$ cat src/rtl/sram_256x95_arbiter_if.sv
// Requester-side bus of the SRAM arbiter: two valid/ready request ports
// plus the shared read-return path. The arbiter takes the slave modport,
// the requesters (or a testbench) take the master modport.
interface sram_256x95_arbiter_if #(
    parameter int BITS       = 95,
    parameter int ADDR_WIDTH = 8
);
    logic [1:0]                 req_v_i;
    logic [1:0]                 req_ready_o;
    logic [1:0]                 req_we_i;
    logic [1:0][ADDR_WIDTH-1:0] req_addr_i;
    logic [1:0][BITS-1:0]       req_wd_i;
    logic [1:0][BITS-1:0]       req_mask_i;
    logic [1:0]                 rdata_v_o;
    logic [BITS-1:0]            rdata_o;

    modport slave (
        input  req_v_i, req_we_i, req_addr_i, req_wd_i, req_mask_i,
        output req_ready_o, rdata_v_o, rdata_o
    );

    modport master (
        output req_v_i, req_we_i, req_addr_i, req_wd_i, req_mask_i,
        input  req_ready_o, rdata_v_o, rdata_o
    );
endinterface

$ cat src/rtl/sram_256x95_arbiter.sv
// Two-requester round-robin arbiter and zero-fill initialiser for a
// 256x95 single-port synchronous SRAM. Every SRAM-side signal comes
// straight from a flop with a defined reset value, so the macro never
// sees X on its pins. Read data returns two cycles after accept, steered
// to the requester that issued the read by a small tag pipeline.
module sram_256x95_arbiter #(
    parameter int BITS       = 95,
    parameter int WORD_DEPTH = 256,
    parameter int ADDR_WIDTH = 8
) (
    input  logic                  clk,
    input  logic                  rst_n,
    input  logic                  clear_i,
    output logic                  init_done_o,
    sram_256x95_arbiter_if.slave  req,
    output logic                  ram_ce_o,
    output logic                  ram_we_o,
    output logic [ADDR_WIDTH-1:0] ram_addr_o,
    output logic [BITS-1:0]       ram_wd_o,
    output logic [BITS-1:0]       ram_mask_o,
    input  logic [BITS-1:0]       ram_rd_i
);

    localparam logic [ADDR_WIDTH-1:0] LAST_ADDR = ADDR_WIDTH'(WORD_DEPTH - 1);

    typedef enum logic {
        INIT = 1'b0,
        RUN  = 1'b1
    } state_e;

    state_e                state_q;
    state_e                state_d;
    logic [ADDR_WIDTH-1:0] cnt_q;
    logic                  ptr_q;
    logic                  both_v;
    logic                  gnt;
    logic                  gnt_v;
    logic                  tag_rd_q;
    logic                  tag_p_q;
    logic [1:0]            rdv_q;

    // State register: the block comes out of reset sweeping the array.
    always_ff @(posedge clk or negedge rst_n) begin
        if (!rst_n) begin
            state_q <= INIT;
        end else begin
            state_q <= state_d;
        end
    end

    // Next state: leave INIT once the last address is loaded; clear_i sends RUN back to INIT.
    always_comb begin
        state_d = state_q;
        case (state_q)
            INIT:    if (cnt_q == LAST_ADDR) state_d = RUN;
            RUN:     if (clear_i) state_d = INIT;
            default: state_d = INIT;
        endcase
    end

    // Outputs: grant choice, per-port ready and init_done; ready ignores the payload.
    always_comb begin
        init_done_o     = 1'b0;
        req.req_ready_o = 2'b00;
        gnt_v           = 1'b0;
        both_v          = &req.req_v_i;
        gnt             = both_v ? ptr_q : req.req_v_i[1];
        if (state_q == RUN) begin
            init_done_o = 1'b1;
            if (!clear_i && (|req.req_v_i)) begin
                gnt_v           = 1'b1;
                req.req_ready_o = gnt ? 2'b10 : 2'b01;
            end
        end
    end

    // Sweep counter: advances every INIT cycle (wrapping to 0), restarts on clear.
    always_ff @(posedge clk or negedge rst_n) begin
        if (!rst_n) begin
            cnt_q <= '0;
        end else if (state_q == INIT) begin
            cnt_q <= cnt_q + 1'b1;
        end else if (clear_i) begin
            cnt_q <= '0;
        end
    end

    // Round-robin pointer: moves away from the winner only when both ports competed.
    always_ff @(posedge clk or negedge rst_n) begin
        if (!rst_n) begin
            ptr_q <= 1'b0;
        end else if (gnt_v && both_v) begin
            ptr_q <= ~gnt;
        end
    end

    // SRAM pin registers: zero-fill writes in INIT, the accepted op in RUN, else idle with held payload.
    always_ff @(posedge clk or negedge rst_n) begin
        if (!rst_n) begin
            ram_ce_o   <= 1'b0;
            ram_we_o   <= 1'b0;
            ram_addr_o <= '0;
            ram_wd_o   <= '0;
            ram_mask_o <= '0;
        end else if (state_q == INIT) begin
            ram_ce_o   <= 1'b1;
            ram_we_o   <= 1'b1;
            ram_addr_o <= cnt_q;
            ram_wd_o   <= '0;
            ram_mask_o <= '1;
        end else if (gnt_v) begin
            ram_ce_o   <= 1'b1;
            ram_we_o   <= req.req_we_i[gnt];
            ram_addr_o <= req.req_addr_i[gnt];
            ram_wd_o   <= req.req_wd_i[gnt];
            ram_mask_o <= req.req_mask_i[gnt];
        end else begin
            ram_ce_o   <= 1'b0;
            ram_we_o   <= 1'b0;
        end
    end

    // Tag register: remembers whether the op now on the pins is a read and who issued it.
    always_ff @(posedge clk or negedge rst_n) begin
        if (!rst_n) begin
            tag_rd_q <= 1'b0;
            tag_p_q  <= 1'b0;
        end else begin
            tag_rd_q <= gnt_v && !req.req_we_i[gnt];
            tag_p_q  <= gnt;
        end
    end

    // Response valid: one-cycle pulse to the owning port while the macro drives the read data.
    always_ff @(posedge clk or negedge rst_n) begin
        if (!rst_n) begin
            rdv_q <= 2'b00;
        end else begin
            rdv_q <= {tag_rd_q && tag_p_q, tag_rd_q && !tag_p_q};
        end
    end

    assign req.rdata_v_o = rdv_q;
    assign req.rdata_o   = ram_rd_i;

endmodule

$ cat src/flat_wrapper.sv
// flat-port wrapper written by rule: the top's interface ports become plain ports
module sram_256x95_arbiter_flat 
#(
    parameter int BITS       = 95,
    parameter int WORD_DEPTH = 256,
    parameter int ADDR_WIDTH = 8
)
  (clk, rst_n, clear_i, init_done_o, ram_ce_o, ram_we_o, ram_addr_o, ram_wd_o, ram_mask_o, ram_rd_i, req_req_v_i, req_req_we_i, req_req_addr_i, req_req_wd_i, req_req_mask_i, req_req_ready_o, req_rdata_v_o, req_rdata_o);
  sram_256x95_arbiter_if #(.BITS(BITS), .ADDR_WIDTH(ADDR_WIDTH)) req_i ();
  input  logic clk;
  input  logic rst_n;
  input  logic clear_i;
  output logic init_done_o;
  output logic ram_ce_o;
  output logic ram_we_o;
  output logic [ADDR_WIDTH-1:0] ram_addr_o;
  output logic [BITS-1:0] ram_wd_o;
  output logic [BITS-1:0] ram_mask_o;
  input  logic [BITS-1:0] ram_rd_i;
  input wire logic [$bits(req_i.req_v_i)-1:0] req_req_v_i;
  input wire logic [$bits(req_i.req_we_i)-1:0] req_req_we_i;
  input wire logic [$bits(req_i.req_addr_i)-1:0] req_req_addr_i;
  input wire logic [$bits(req_i.req_wd_i)-1:0] req_req_wd_i;
  input wire logic [$bits(req_i.req_mask_i)-1:0] req_req_mask_i;
  output wire logic [$bits(req_i.req_ready_o)-1:0] req_req_ready_o;
  output wire logic [$bits(req_i.rdata_v_o)-1:0] req_rdata_v_o;
  output wire logic [$bits(req_i.rdata_o)-1:0] req_rdata_o;
  assign req_i.req_v_i = req_req_v_i;
  assign req_i.req_we_i = req_req_we_i;
  assign req_i.req_addr_i = req_req_addr_i;
  assign req_i.req_wd_i = req_req_wd_i;
  assign req_i.req_mask_i = req_req_mask_i;
  assign req_req_ready_o = req_i.req_ready_o;
  assign req_rdata_v_o = req_i.rdata_v_o;
  assign req_rdata_o = req_i.rdata_o;
  sram_256x95_arbiter #(.BITS(BITS), .WORD_DEPTH(WORD_DEPTH), .ADDR_WIDTH(ADDR_WIDTH)) u_core (.clk(clk), .rst_n(rst_n), .clear_i(clear_i), .init_done_o(init_done_o), .req(req_i), .ram_ce_o(ram_ce_o), .ram_we_o(ram_we_o), .ram_addr_o(ram_addr_o), .ram_wd_o(ram_wd_o), .ram_mask_o(ram_mask_o), .ram_rd_i(ram_rd_i));
endmodule
$ cat config.mk
export PLATFORM = sky130hd
export DESIGN_NAME = sram_256x95_arbiter_flat
export DESIGN_NICKNAME = d
export VERILOG_FILES = /design/src/rtl/sram_256x95_arbiter_if.sv /design/src/rtl/sram_256x95_arbiter.sv /design/src/flat_wrapper.sv
export SDC_FILE = /design/constraint.sdc
export NUM_CORES = 1
export LEC_CHECK = 0
export ABC_AREA = 1
export BUFFER_PORTS_ARGS = -buffer_cell sky130_fd_sc_hd__buf_2
export CAP_MARGIN = 20
export CORE_AREA = 8 8 306 308
export DETAILED_ROUTE_END_ITERATION = 10
export DIE_AREA = 0 0 314 316
export SLEW_MARGIN = 10
export SYNTH_ARGS = -nofsm -noshare
export SYNTH_HDL_FRONTEND = slang
export SYNTH_SLANG_ARGS = --single-unit
$ cat constraint.sdc
create_clock -name clk -period 2.2 [get_ports clk]
set_input_delay 0.33 -clock clk [delete_from_list [all_inputs] [get_ports clk]]
set_output_delay 0.33 -clock clk [all_outputs]
set_load 0.1 [all_outputs]
-- After elaboration in Yosys (flattened, before gate mapping)
Cells that the tools add are included.
- ROM bits: 0
- word-level logic and storage cells: 58
- RAM bits: 0
- bits in registers: 214
- latch bits: 0
- input bits: 498
- output and inout bits: 300
- memories: 0
- muxes and demuxes: 30
- multipliers: 0
- equal/unequal tests: 3
- magnitude comparators: 1
- reductions and logical operators: 10
- add/sub/neg operators: 1
- shift-type cells: 0
- div/mod/pow operators: 0
- bitwise logic cells: 2
- operators by type and width (cell ; number):
    $mux W95 ; 8
    $mux W8 ; 6
    $mux W1 ; 12
    $add A8 B1 Y8 const B ; 1
    $eq A8 B8 Y1 const B ; 1
    $mux W2 ; 3
    $logic_and A1 B1 Y1 ; 5
    $ne A2 B2 Y1 const B ; 2
    $logic_not A1 Y1 ; 3
    $lt A1 B2 Y1 const B ; 1
    $not A1 Y1 ; 2
    $pmux W1 S2 ; 1
    $reduce_and A2 Y1 ; 1
    $reduce_or A2 Y1 ; 1

-- Longest topological paths before layout
Gate-level depths: netlist of run 1.
- depth after elaboration: 6
- gate-level depth with buffers: 9
- depth with buffers taken out: 8

-- Least setup slack after synthesis of run 1
OpenSTA, ideal clock, no wires.
- path kind: register to output
- start point: register u_core.state_q
- end point: output req_req_ready_o[0]
- required time: 1870 ps
- arrival: 3046 ps
- path slack: -1176 ps
- buffers on the path: 3
- cell stages (with the launch flop): 8
- path through: dfrtp_1 > buf_4 > nand2_2 > nor2_2 > buf_2 > buf_2 > inv_1 > nor2_1
- word-level cells in the longest chain between the ends: 1
- RTL lines (item ; line ; source):
    start, declared ; sram_256x95_arbiter.sv:31 ; state_e state_q;
    start signal, assigned ; sram_256x95_arbiter.sv:47 ; state_q <= state_d;
    $mux W2 ; sram_256x95_arbiter.sv:68 ; if (state_q == RUN) begin
    end, declared ; flat_wrapper.sv:25 ; output wire logic [$bits(req_i.req_ready_o)-1:0] req_req_ready_o;
No other way between the ends.

-- Worst setup path after layout of run 1
- start point: register u_core.ptr_q
- end point: output req_req_ready_o[0]
- word-level cells in the longest chain between the ends: 4
- RTL lines (item ; line ; source):
    start, declared ; sram_256x95_arbiter.sv:34 ; logic ptr_q;
    start signal, assigned ; sram_256x95_arbiter.sv:93 ; ptr_q <= ~gnt;
    $mux W1 ; sram_256x95_arbiter.sv:67 ; gnt = both_v ? ptr_q : req.req_v_i[1];
    $mux W2 ; sram_256x95_arbiter.sv:72 ; req.req_ready_o = gnt ? 2'b10 : 2'b01;
    $mux W2 ; sram_256x95_arbiter.sv:70 ; if (!clear_i && (|req.req_v_i)) begin
    $mux W2 ; sram_256x95_arbiter.sv:68 ;
No other way between the ends.

==> results.sh, run 1 <==
export IMPL_status="completed"
export IMPL_setup_violations=0
export IMPL_grt_max_degree=98
export IMPL_cp_end_kind="primary output"
export IMPL_wl_met1_mm=22.9
export IMPL_synth_ff_type="dfrtp_1"
export IMPL_grt_pass1_wl_mm=80.4
export IMPL_clk_path_buf_depth=3
export IMPL_timing_rr_start="u_core.state_q$_DFF_PN0_"
export IMPL_coreArea_um2=89000
export IMPL_syn_inst=1774
export IMPL_hold_depth=5
export IMPL_synth_top_area_cell="dfrtp_1"
export IMPL_antenna_found_initial=10
export IMPL_clock_sinks=214
export IMPL_die_height_um=316
export IMPL_wl_met2_mm=25.2
export IMPL_dr_pass1_iters=5
export IMPL_cp_startpoint="u_core.ptr_q$_DFFE_PN0P_"
export IMPL_track_usage_pct=10.4
export IMPL_crit_path_top_delay_cell="dfrtp_1"
export IMPL_syn_avg_cell_area_um2=6.83
export IMPL_worstMarginPinSlew_ns=0.747
export IMPL_cp_start_kind="register"
export IMPL_synth_warnings=0
export IMPL_yosysSeqAreaShare_pct=44.2
export IMPL_ys_types=21
export IMPL_synth_common_cells="559 x nand2_1, 275 x inv_1, 229 x nor2_1, 214 x dfrtp_1, 181 x nand3_1"
export IMPL_crit_required_ns=1.87
export IMPL_crit_end="req_req_ready_o[0]"
export IMPL_rows=110
export IMPL_cts_tree="yes"
export IMPL_clk_latency_ns=0.57
export IMPL_slew_violations=0
export IMPL_power_leakage_nw=9.66
export IMPL_slew_limit_headroom_pct=50.5
export IMPL_grt_overflow=0
export IMPL_cts_htree_levels=1
export IMPL_ant_nets=0
export IMPL_synth_most_common_cell="nand2_1"
export IMPL_min_period_ns=2.06
export IMPL_synth_edff_count=0
export IMPL_finClkSkew_ns=0.00884
export IMPL_place_port_buffers=607
export IMPL_critPathMaxStageDelay_ns=0.39
export IMPL_start_util_pct=13.6
export IMPL_drive_above_1_share_pct=29.0
export IMPL_drt_iter0_markers=733
export IMPL_ir_drop_mv=0.534
export IMPL_crit_path_max_fanout=14
export IMPL_numCtsBuffers=28
export IMPL_reg2regPathDepth=7
export IMPL_power_density_nw_per_um2=612
export IMPL_area_growth_pct=52.7
export IMPL_hold_violations=0
export IMPL_yosys_register_bits=214
export IMPL_synthTopCellsByArea="dfrtp_1 44%, nand2_1 17%, inv_1 8.5%"
export IMPL_async_reset_ff_share_pct=100
export IMPL_drt_total_wl_mm=55.8
export IMPL_dieWidth_um=314
export IMPL_clock_fmax_ghz=0.486
export IMPL_rsz0062_at_grt="no"
export IMPL_num_vias=13089
export IMPL_timing_worst_setup_path_type="register to primary output"
export IMPL_clkTransAtPathRegs_ns=0.06
export IMPL_die_area_um2=99200
export IMPL_r2r_end="u_core.ram_wd_o[9]$_DFFE_PN0P_"
export IMPL_synthesis_nets=2273
export IMPL_arrival_ns=1.73
export IMPL_wl_per_cell_um=15.5
export IMPL_cts_root_buf="clkbuf_16"
export IMPL_period_share_pct=93.6
export IMPL_gp_congestion=0.811
export IMPL_rrSetupSlack_ns=0.15
export IMPL_synth_top_area_share_pct=44.2
export IMPL_detailed_place_hpwl_mm=41.1
export IMPL_fin_tns_setup_ns=0
export IMPL_wl_met3_mm=5.79
export IMPL_drc=0
export IMPL_synth_area_um2=12100
export IMPL_final_util_pct=20.8
export IMPL_cp_cell_sequence="inv_1, nand2_4, nand2_8, inv_4, nor2_4, buf_12"
export IMPL_via_per_inst=3.64
export IMPL_dr_max_layer_used="met5"
export IMPL_drv_cap=0
export IMPL_grt_pass1_vias=13484
export IMPL_hp_class="input port to register"
export IMPL_nets=2898
export IMPL_io_pins=798
## per-layer routing
metal,vias to the layer above,track usage [%]
li1,6454,-
met1,5945,12.2
met2,570,16.8
met3,110,4.40
met4,10,3.73
met5,-,0
## cells by family (layout without fill, tap and decap cells)
family	count (synthesis)	in the layout	share of synthesized area, %
AOI/OAI and AO/OA	104	104	4.29
adders and majority gates	1	1	0.103
buffers and inverters	471	1118	18.7
DFF	214	214	44.2
muxes	1	1	0.0826
other	0	1	0
and+or+nand+nor	983	983	32.7
## stage by stage
step	cell area [um2]	worst slack (ns)	hold WS, ns	instances	power [W]
after CTS	18400	0.0230	0.000149	3594	0.0116
after global placement	15900	0.367	0.366	3394	0.00632
after detailed placement	15900	0.373	0.364	3394	0.00633
final	18500	0.141	0.0554	3598	0.0113
after floorplan	12100	0.0355	0.0344	1774	0.00621
after global routing	18500	0.00749	0.0267	3597	0.0120
## state kept, by name, indices dropped and copies added (netlist names)
signal and cells:
u_core.ram_addr_o 8, u_core.req.rdata_v_o 2, u_core.ram_wd_o 95, u_core.cnt_q 8, u_core.ram_we_o 1, u_core.ram_ce_o 1
u_core.tag_p_q 1, u_core.ptr_q 1, u_core.ram_mask_o 95, u_core.state_q 1, u_core.tag_rd_q 1
## worst min path at each step
stage                            start                                 to  slack [ns]
CTS                    req_req_wd_i[3]     u_core.ram_wd_o[3]$_DFFE_PN0P_      0.0001
global route          req_req_wd_i[78]    u_core.ram_wd_o[78]$_DFFE_PN0P_        0.03
global placement                 rst_n    u_core.ram_wd_o[61]$_DFFE_PN0P_        0.37
floorplan                        rst_n        u_core.cnt_q[0]$_DFFE_PN0P_        0.03
detailed placement               rst_n    u_core.ram_wd_o[61]$_DFFE_PN0P_        0.36
finish              req_req_mask_i[66]  u_core.ram_mask_o[66]$_DFFE_PN0P_        0.06
## power by group
part | total, W | internal [W] | switching [W]
Sequential | 0.00419 | 0.00408 | 0.000110
Combinational | 0.00224 | 0.000761 | 0.00148
Clock | 0.00490 | 0.00297 | 0.00193
Total | 0.0113 | 0.00781 | 0.00353
## timing repair
action | in CTS | in global routing
hold buffers | 145 | 0
gates cloned | 0 | 3
pin swaps | 1 | 0
resized for setup | 1 | 4
endpoints found under the hold margin | 173 | 0
buffers inserted | 3 | 0
endpoints found under the setup margin | 1 | 16
## cells in the final DEF, fill, tap and decap left out
cell	netlist	final
clkinv_2	0	2
clkbuf_16	0	32
nand3_1	181	181
inv_6	0	1
buf_6	0	1
buf_16	0	2
dfrtp_4	0	1
clkbuf_1	14	5
dlygate4sd3_1	0	145
nor2_4	1	3
a21oi_1	3	3
o21ai_0	5	5
bufinv_16	0	2
nor3_1	2	2
clkinvlp_4	0	3
nand2_2	1	1
nand2_4	0	1
inv_2	2	1
buf_4	109	16
dfrtp_1	214	213
nand3b_1	7	7
buf_12	0	18
nor2_2	2	2
mux2i_1	1	1
inv_1	275	275
clkbuf_8	0	10
nor2_1	229	227
nand2_8	0	1
buf_2	67	603
nand4_1	1	1
diode_2	0	1
ha_1	1	1
nand2_1	559	557
buf_8	0	1
o21ai_1	96	96
inv_4	0	1
## area by class of cell
cell class	instances	area [um2]
well taps	1176	1470
clock buffers	44	882
inverters	277	1040
clock inverters	8	101
repair buffers	789	5110
flip-flops and latches	214	5360
fillers	9991	70500
diodes	1	2.50
multi-input cells	1089	4540
## worst max-delay path, delay by kind of cell, from the launching register on
| kind | cells | cell delay (ns) |
|---|---|---|
| buf+inv | 3 | 0.40 |
| flops | 1 | 0.39 |
| simple gates | 3 | 0.36 |
No activity file was read; power rests on OpenSTA's default activity.
==> run 2: changes to the inputs <==
--- a/config.mk
+++ b/config.mk
@@ -8,9 +8,9 @@
 export ABC_AREA = 1
 export BUFFER_PORTS_ARGS = -buffer_cell sky130_fd_sc_hd__buf_2
 export CAP_MARGIN = 20
-export CORE_AREA = 8 8 306 308
+export CORE_AREA = 8 8 303 305
 export DETAILED_ROUTE_END_ITERATION = 10
-export DIE_AREA = 0 0 314 316
+export DIE_AREA = 0 0 311 313
 export SLEW_MARGIN = 10
 export SYNTH_ARGS = -nofsm -noshare
 export SYNTH_HDL_FRONTEND = slang
==> run 2 against run 1 <==
  * Flip-flop and latch count unchanged
  * Final cell count down 1.2%
  * Sequential power about the same
  * Final area down 2.8%
  * Die area down 1.9%
  * Routed wire length down 0.87%
  * Largest cell class unchanged
  * Largest power group unchanged
==> results.sh, run 2 (synthesis gave the netlist of run 1 again) <==
export IMPL_status="completed"
export IMPL_die_height_um=313
export IMPL_drt_iter0_markers=740
export IMPL_die_area_um2=97300
export IMPL_fill_cells=9856
export IMPL_hold_violations=0
export IMPL_dp_cells=3395
export IMPL_clk_latency_ns=0.58
export IMPL_ant_nets=0
export IMPL_min_period_ns=2.07
export IMPL_p_int_w=0.00758
export IMPL_dieWidth_um=311
export IMPL_io_pins=798
export IMPL_power_net_switching_w=0.00352
export IMPL_power_frac_clock_pct=42.4
export IMPL_start_util_pct=13.9
export IMPL_place_port_buffers=607
export IMPL_drv_cap=0
export IMPL_clock_fmax_ghz=0.484
export IMPL_min_to="u_core.ram_wd_o[8]$_DFFE_PN0P_"
export IMPL_clk_path_buf_depth=3
export IMPL_slew_limit_headroom_pct=51.0
export IMPL_power_density_nw_per_um2=617
export IMPL_drive_above_1_share_pct=29.7
export IMPL_track_usage_pct=10.8
export IMPL_crit_required_ns=1.87
export IMPL_crit_path_top_delay_cell="dfrtp_4"
export IMPL_finClkSkew_ns=0.0251
export IMPL_drt_total_wl_mm=55.4
export IMPL_nets=2864
export IMPL_placed_area_um2=16000
export IMPL_period_share_pct=93.9
export IMPL_detailed_place_hpwl_mm=42.4
export IMPL_dr_pass1_iters=5
export IMPL_ir_drop_mv=0.642
export IMPL_p_comb_share_pct=19.9
export IMPL_design_area_um2=18000
export IMPL_area_growth_pct=48.4
export IMPL_antenna_found_initial=9
export IMPL_final_util_pct=20.6
export IMPL_rrSetupSlack_ns=0.49
export IMPL_slew_violations=0
export IMPL_rsz0062_at_grt="no"
export IMPL_grt_pass1_vias=13270
export IMPL_numCtsBuffers=28
export IMPL_reg2regPathDepth=8
export IMPL_coreArea_um2=87300
export IMPL_hold_depth=3
export IMPL_cp_end_kind="primary output"
export IMPL_multiInputGateArea_um2=4550
export IMPL_fin_cells=3556
export IMPL_min_from="req_req_wd_i[103]"
export IMPL_grt_overflow=0
export IMPL_cts_root_buf="clkbuf_16"
export IMPL_clock_sinks=214
export IMPL_cp_start_kind="register"
export IMPL_cts_htree_levels=1
export IMPL_gp_congestion=0.802
export IMPL_fin_tns_setup_ns=0
export IMPL_wl_per_cell_um=15.6
export IMPL_via_per_inst=3.65
export IMPL_final_cell_mix="603 x buf_2, 557 x nand2_1, 275 x inv_1, 227 x nor2_1, 213 x dfrtp_1"
export IMPL_grt_max_degree=79
export IMPL_arrival_ns=1.74
export IMPL_r2r_end="u_core.ram_mask_o[88]$_DFFE_PN0P_"
export IMPL_rows=109
export IMPL_switching_share_pct=31.7
export IMPL_num_vias=12966
export IMPL_layout_commonest_cell="buf_2"
export IMPL_crit_path_max_fanout=8
export IMPL_timing_rr_start="u_core.state_q$_DFF_PN0_"
export IMPL_critPathMaxStageDelay_ns=0.46
export IMPL_drc=0
export IMPL_power_leakage_nw=9.44
export IMPL_grt_pass1_wl_mm=82.4
export IMPL_seqCellArea_um2=5360
export IMPL_clkTransAtPathRegs_ns=0.06
export IMPL_hp_class="input port to register"
export IMPL_timing_worst_setup_path_type="register to primary output"
export IMPL_largestRegisters="u_core.ram_mask_o x95, u_core.ram_wd_o x95"
export IMPL_cp_cell_sequence="buf_4, buf_2"
export IMPL_seqPwrFrac_pct=37.7
export IMPL_cts_tree="yes"
export IMPL_setup_violations=0
export IMPL_worstMarginPinSlew_ns=0.740
[run 2: cell count changes in the layout (fill, tap and decap cells not counted), moves of 3 or more]
cell           change
dlygate4sd3_1     -44
buf_4             +17
clkbuf_16          -4
clkbuf_8           -4
clkinv_2           +3
clkinvlp_4         -3
diode_2            +3
[run 2: how the worst max path moves through the flow]
stage | end | depth (start not counted) | slack [ns] | from
finish | init_done_o | 2 | 0.13 | u_core.state_q$_DFF_PN0_
detailed placement | u_core.ram_mask_o[88]$_DFFE_PN0P_ | 8 | 0.40 | req_req_v_i[1]
global placement | u_core.ram_mask_o[84]$_DFFE_PN0P_ | 8 | 0.42 | req_req_v_i[1]
CTS | req_req_ready_o[1] | 5 | 0.02 | u_core.ptr_q$_DFFE_PN0P_
global route | req_req_ready_o[0] | 5 | 0.02 | u_core.state_q$_DFF_PN0_
floorplan | req_req_ready_o[0] | 7 | 0.04 | u_core.state_q$_DFF_PN0_
[run 2: layer usage]
metal  track usage, %  wire length, um  vias up
met5                0               68        -
met4             3.67             1780       10
met3             4.16             5270       98
met2             17.9            25800      549
met1             12.7            22400     5917
li1                 -                -     6392
[run 2: timing repair]
item,CTS,global route
hold buffers,101,0
endpoints found under the setup margin,2,2
cloned,0,0
pin swaps,1,1
gates resized for setup,2,1
buffers inserted,1,3
endpoints found under the hold margin,142,0
[run 2: stage by stage]
stage	setup WS [ns]	hold WS (ns)	power, W
floorplan	0.0355	0.0344	0.00621
global placement	0.417	0.343	0.00635
detailed placement	0.405	0.344	0.00636
CTS	0.0173	0.0000809	0.0114
global route	0.0209	0.00906	0.0117
finish	0.133	0.0476	0.0111
[run 2: critical path, delay by kind of cell, from the launching register on]
family                 cells  cell delay, ns
flip-flops                 1            0.46
buffers and inverters      2            0.68
[run 2: final cells by class]
cell class	count	area share (%)
Inverter	277	5.79
Sequential cell	214	29.8
Timing Repair Buffer	755	25.8
Multi-Input combinational cell	1089	25.3
Clock buffer	41	4.50
Clock inverter	11	0.710
Antenna cell	4	0.0556
Tap cell	1165	8.10
[run 2: power groups by stage]
stage | combinational (W) | clock, W | sequential [W]
5_1_grt | 0.00244 | 0.00509 | 0.00421
6_report | 0.00221 | 0.00471 | 0.00419
3_5_place_dp | 0.00211 | 0 | 0.00426
2_1_floorplan | 0.00146 | 0 | 0.00476
4_1_cts | 0.00226 | 0.00496 | 0.00419
3_3_place_gp | 0.00209 | 0 | 0.00426
==> run 3: changes to the inputs <==
--- a/config.mk
+++ b/config.mk
@@ -7,7 +7,7 @@
 export LEC_CHECK = 0
 export ABC_AREA = 1
 export BUFFER_PORTS_ARGS = -buffer_cell sky130_fd_sc_hd__buf_2
-export CAP_MARGIN = 20
+export CAP_MARGIN = 0
 export CORE_AREA = 8 8 303 305
 export DETAILED_ROUTE_END_ITERATION = 10
 export DIE_AREA = 0 0 311 313
==> constraint.sdc (replaced) <==
create_clock -name clk -period 2.2 [get_ports clk]
set_input_delay 0.33 -clock clk [delete_from_list [all_inputs] [get_ports clk]]
set_output_delay 0.33 -clock clk [all_outputs]
set_load 0.005 [all_outputs]
==> run 3 against run 2 <==
  * Final area decreased by 2.1%
  * Clock-buffer cell count decreased by 4
  * Non-clock buffer count decreased by 29
  * Critical path depth increased by 3
  * Critical path type unchanged
  * Largest cell class unchanged
  * Largest power group unchanged
  * Highest routed layer unchanged
==> results.sh, run 3 (synthesis gave the netlist of run 1 again) <==
export IMPL_area_growth_pct=45.2
export IMPL_power_w=0.0102
export IMPL_grt_pass1_wl_mm=80.4
export IMPL_gp_congestion=0.836
export IMPL_clk_latency_ns=0.58
export IMPL_drv_cap=0
export IMPL_drive_above_1_share_pct=29.6
export IMPL_detailed_place_hpwl_mm=41.8
export IMPL_clock_fmax_ghz=0.477
export IMPL_io_pins=798
export IMPL_switching_share_pct=27.9
export IMPL_finClkSkew_ns=0.0308
export IMPL_clk_path_buf_depth=3
export IMPL_final_cell_mix="605 x buf_2, 557 x nand2_1, 275 x inv_1, 229 x nor2_1, 213 x dfrtp_1"
export IMPL_dr_pass1_iters=5
export IMPL_placed_area_um2=15900
export IMPL_rsz0062_at_grt="no"
export IMPL_drt_iter0_markers=889
export IMPL_hold_depth=3
export IMPL_hold_violations=0
export IMPL_grt_overflow=0
export IMPL_design_area_um2=17600
export IMPL_wl_per_cell_um=15.3
export IMPL_slew_violations=0
export IMPL_coreArea_um2=87300
export IMPL_drc=0
export IMPL_numCtsBuffers=28
export IMPL_grt_pass1_vias=12995
export IMPL_die_height_um=313
export IMPL_clkTransAtPathRegs_ns=0.06
export IMPL_ant_nets=0
export IMPL_cts_htree_levels=1
export IMPL_ir_drop_mv=0.500
export IMPL_min_period_ns=2.10
export IMPL_multiInputGateArea_um2=4530
export IMPL_dieWidth_um=311
export IMPL_power_leakage_nw=9.28
export IMPL_timing_rr_start="u_core.state_q$_DFF_PN0_"
export IMPL_timing_worst_setup_path_type="register to primary output"
export IMPL_seqPwrFrac_pct=40.9
export IMPL_min_from="req_req_wd_i[120]"
export IMPL_track_usage_pct=10.5
export IMPL_rows=109
export IMPL_cts_root_buf="clkbuf_16"
export IMPL_slew_limit_headroom_pct=59.1
export IMPL_power_frac_clock_pct=43.2
export IMPL_drt_total_wl_mm=53.9
export IMPL_p_int_w=0.00737
export IMPL_start_util_pct=13.9
export IMPL_nets=2835
export IMPL_power_net_switching_w=0.00285
export IMPL_clock_sinks=214
export IMPL_crit_required_ns=1.87
export IMPL_fin_tns_setup_ns=0
export IMPL_cp_start_kind="register"
export IMPL_antenna_found_initial=11
export IMPL_cp_startpoint="u_core.ptr_q$_DFFE_PN0P_"
export IMPL_layout_commonest_cell="buf_2"
export IMPL_fill_cells=9924
export IMPL_crit_path_max_fanout=15
export IMPL_status="completed"
export IMPL_seqCellArea_um2=5360
export IMPL_die_area_um2=97300
export IMPL_rrSetupSlack_ns=0.48
export IMPL_hp_class="input port to register"
export IMPL_cts_tree="yes"
export IMPL_power_density_nw_per_um2=581
export IMPL_p_comb_share_pct=15.9
export IMPL_reg2regPathDepth=7
export IMPL_setup_violations=0
export IMPL_r2r_end="u_core.ram_wd_o[37]$_DFFE_PN0P_"
export IMPL_num_vias=12760
export IMPL_arrival_ns=1.77
export IMPL_worstMarginPinSlew_ns=0.614
export IMPL_via_per_inst=3.63
export IMPL_largestRegisters="u_core.ram_mask_o x95, u_core.ram_wd_o x95"
export IMPL_min_to="u_core.ram_wd_o[25]$_DFFE_PN0P_"
export IMPL_cp_end_kind="primary output"
export IMPL_place_port_buffers=607
export IMPL_period_share_pct=95.3
export IMPL_grt_max_degree=104
## run 3: area by class of cell
cell class	instances	share of cell area [%]
Inverter	277	5.91
Clock inverter	8	0.590
Sequential cell	214	30.4
Tap cell	1165	8.28
Antenna cell	3	0.0426
Clock buffer	37	4.29
Multi-Input combinational cell	1089	25.8
Timing Repair Buffer	726	24.7
## run 3: what timing repair did
| action | in CTS | in global routing |
|---|---|---|
| resized for setup | 2 | 0 |
| setup endpoints to repair | 1 | 0 |
| hold buffers | 78 | 0 |
| buffers inserted | 1 | 0 |
| endpoints found under the hold margin | 126 | 0 |
## run 3: critical path, stage by stage (launching register included)
cell	delay, ns
dfrtp_1	0.35
inv_1	0.07
nand2_4	0.10
nand2_8	0.13
nor2_1	0.33
buf_2	0.20
## run 3: power groups by stage
| stage | Sequential, W | Clock, W | Combinational, W |
|---|---|---|---|
| after CTS | 0.00419 | 0.00462 | 0.00166 |
| final | 0.00419 | 0.00442 | 0.00162 |
| after floorplan | 0.00424 | 0 | 0.000779 |
| after global routing | 0.00421 | 0.00478 | 0.00183 |
| after detailed placement | 0.00425 | 0 | 0.00153 |
| after global placement | 0.00425 | 0 | 0.00153 |
## run 3: worst max path at each step
stage / end / slack [ns] / cells past startpoint
2_1_floorplan: req_req_ready_o[0] / 0.67 / 7
3_5_place_dp: u_core.ram_wd_o[37]$_DFFE_PN0P_ / 0.40 / 7
5_1_grt: req_req_ready_o[1] / 0.01 / 5
4_1_cts: req_req_ready_o[1] / 0.07 / 5
6_report: req_req_ready_o[1] / 0.10 / 5
3_3_place_gp: u_core.ram_wd_o[88]$_DFFE_PN0P_ / 0.45 / 7
## run 3: metrics by stage
stage                     setup slack [ns]  util [%]  hold WS, ns  instances
after floorplan                      0.670         -       0.0344       1774
after global placement               0.452      18.3        0.331       3392
after detailed placement             0.399      18.3        0.332       3392
after CTS                           0.0717      20.2      0.00137       3516
after global routing                0.0130      20.2       0.0120       3516
final                                0.103      20.2       0.0401       3519
## run 3: per-layer routing
| layer | GRT usage (%) | up-vias | wire length, um |
|---|---|---|---|
| met4 | 3.90 | 14 | 2080 |
| met1 | 12.5 | 5744 | 22200 |
| met3 | 4.18 | 120 | 5230 |
| met2 | 17.0 | 562 | 24300 |
| met5 | 0 | - | 83 |
| li1 | - | 6320 | - |
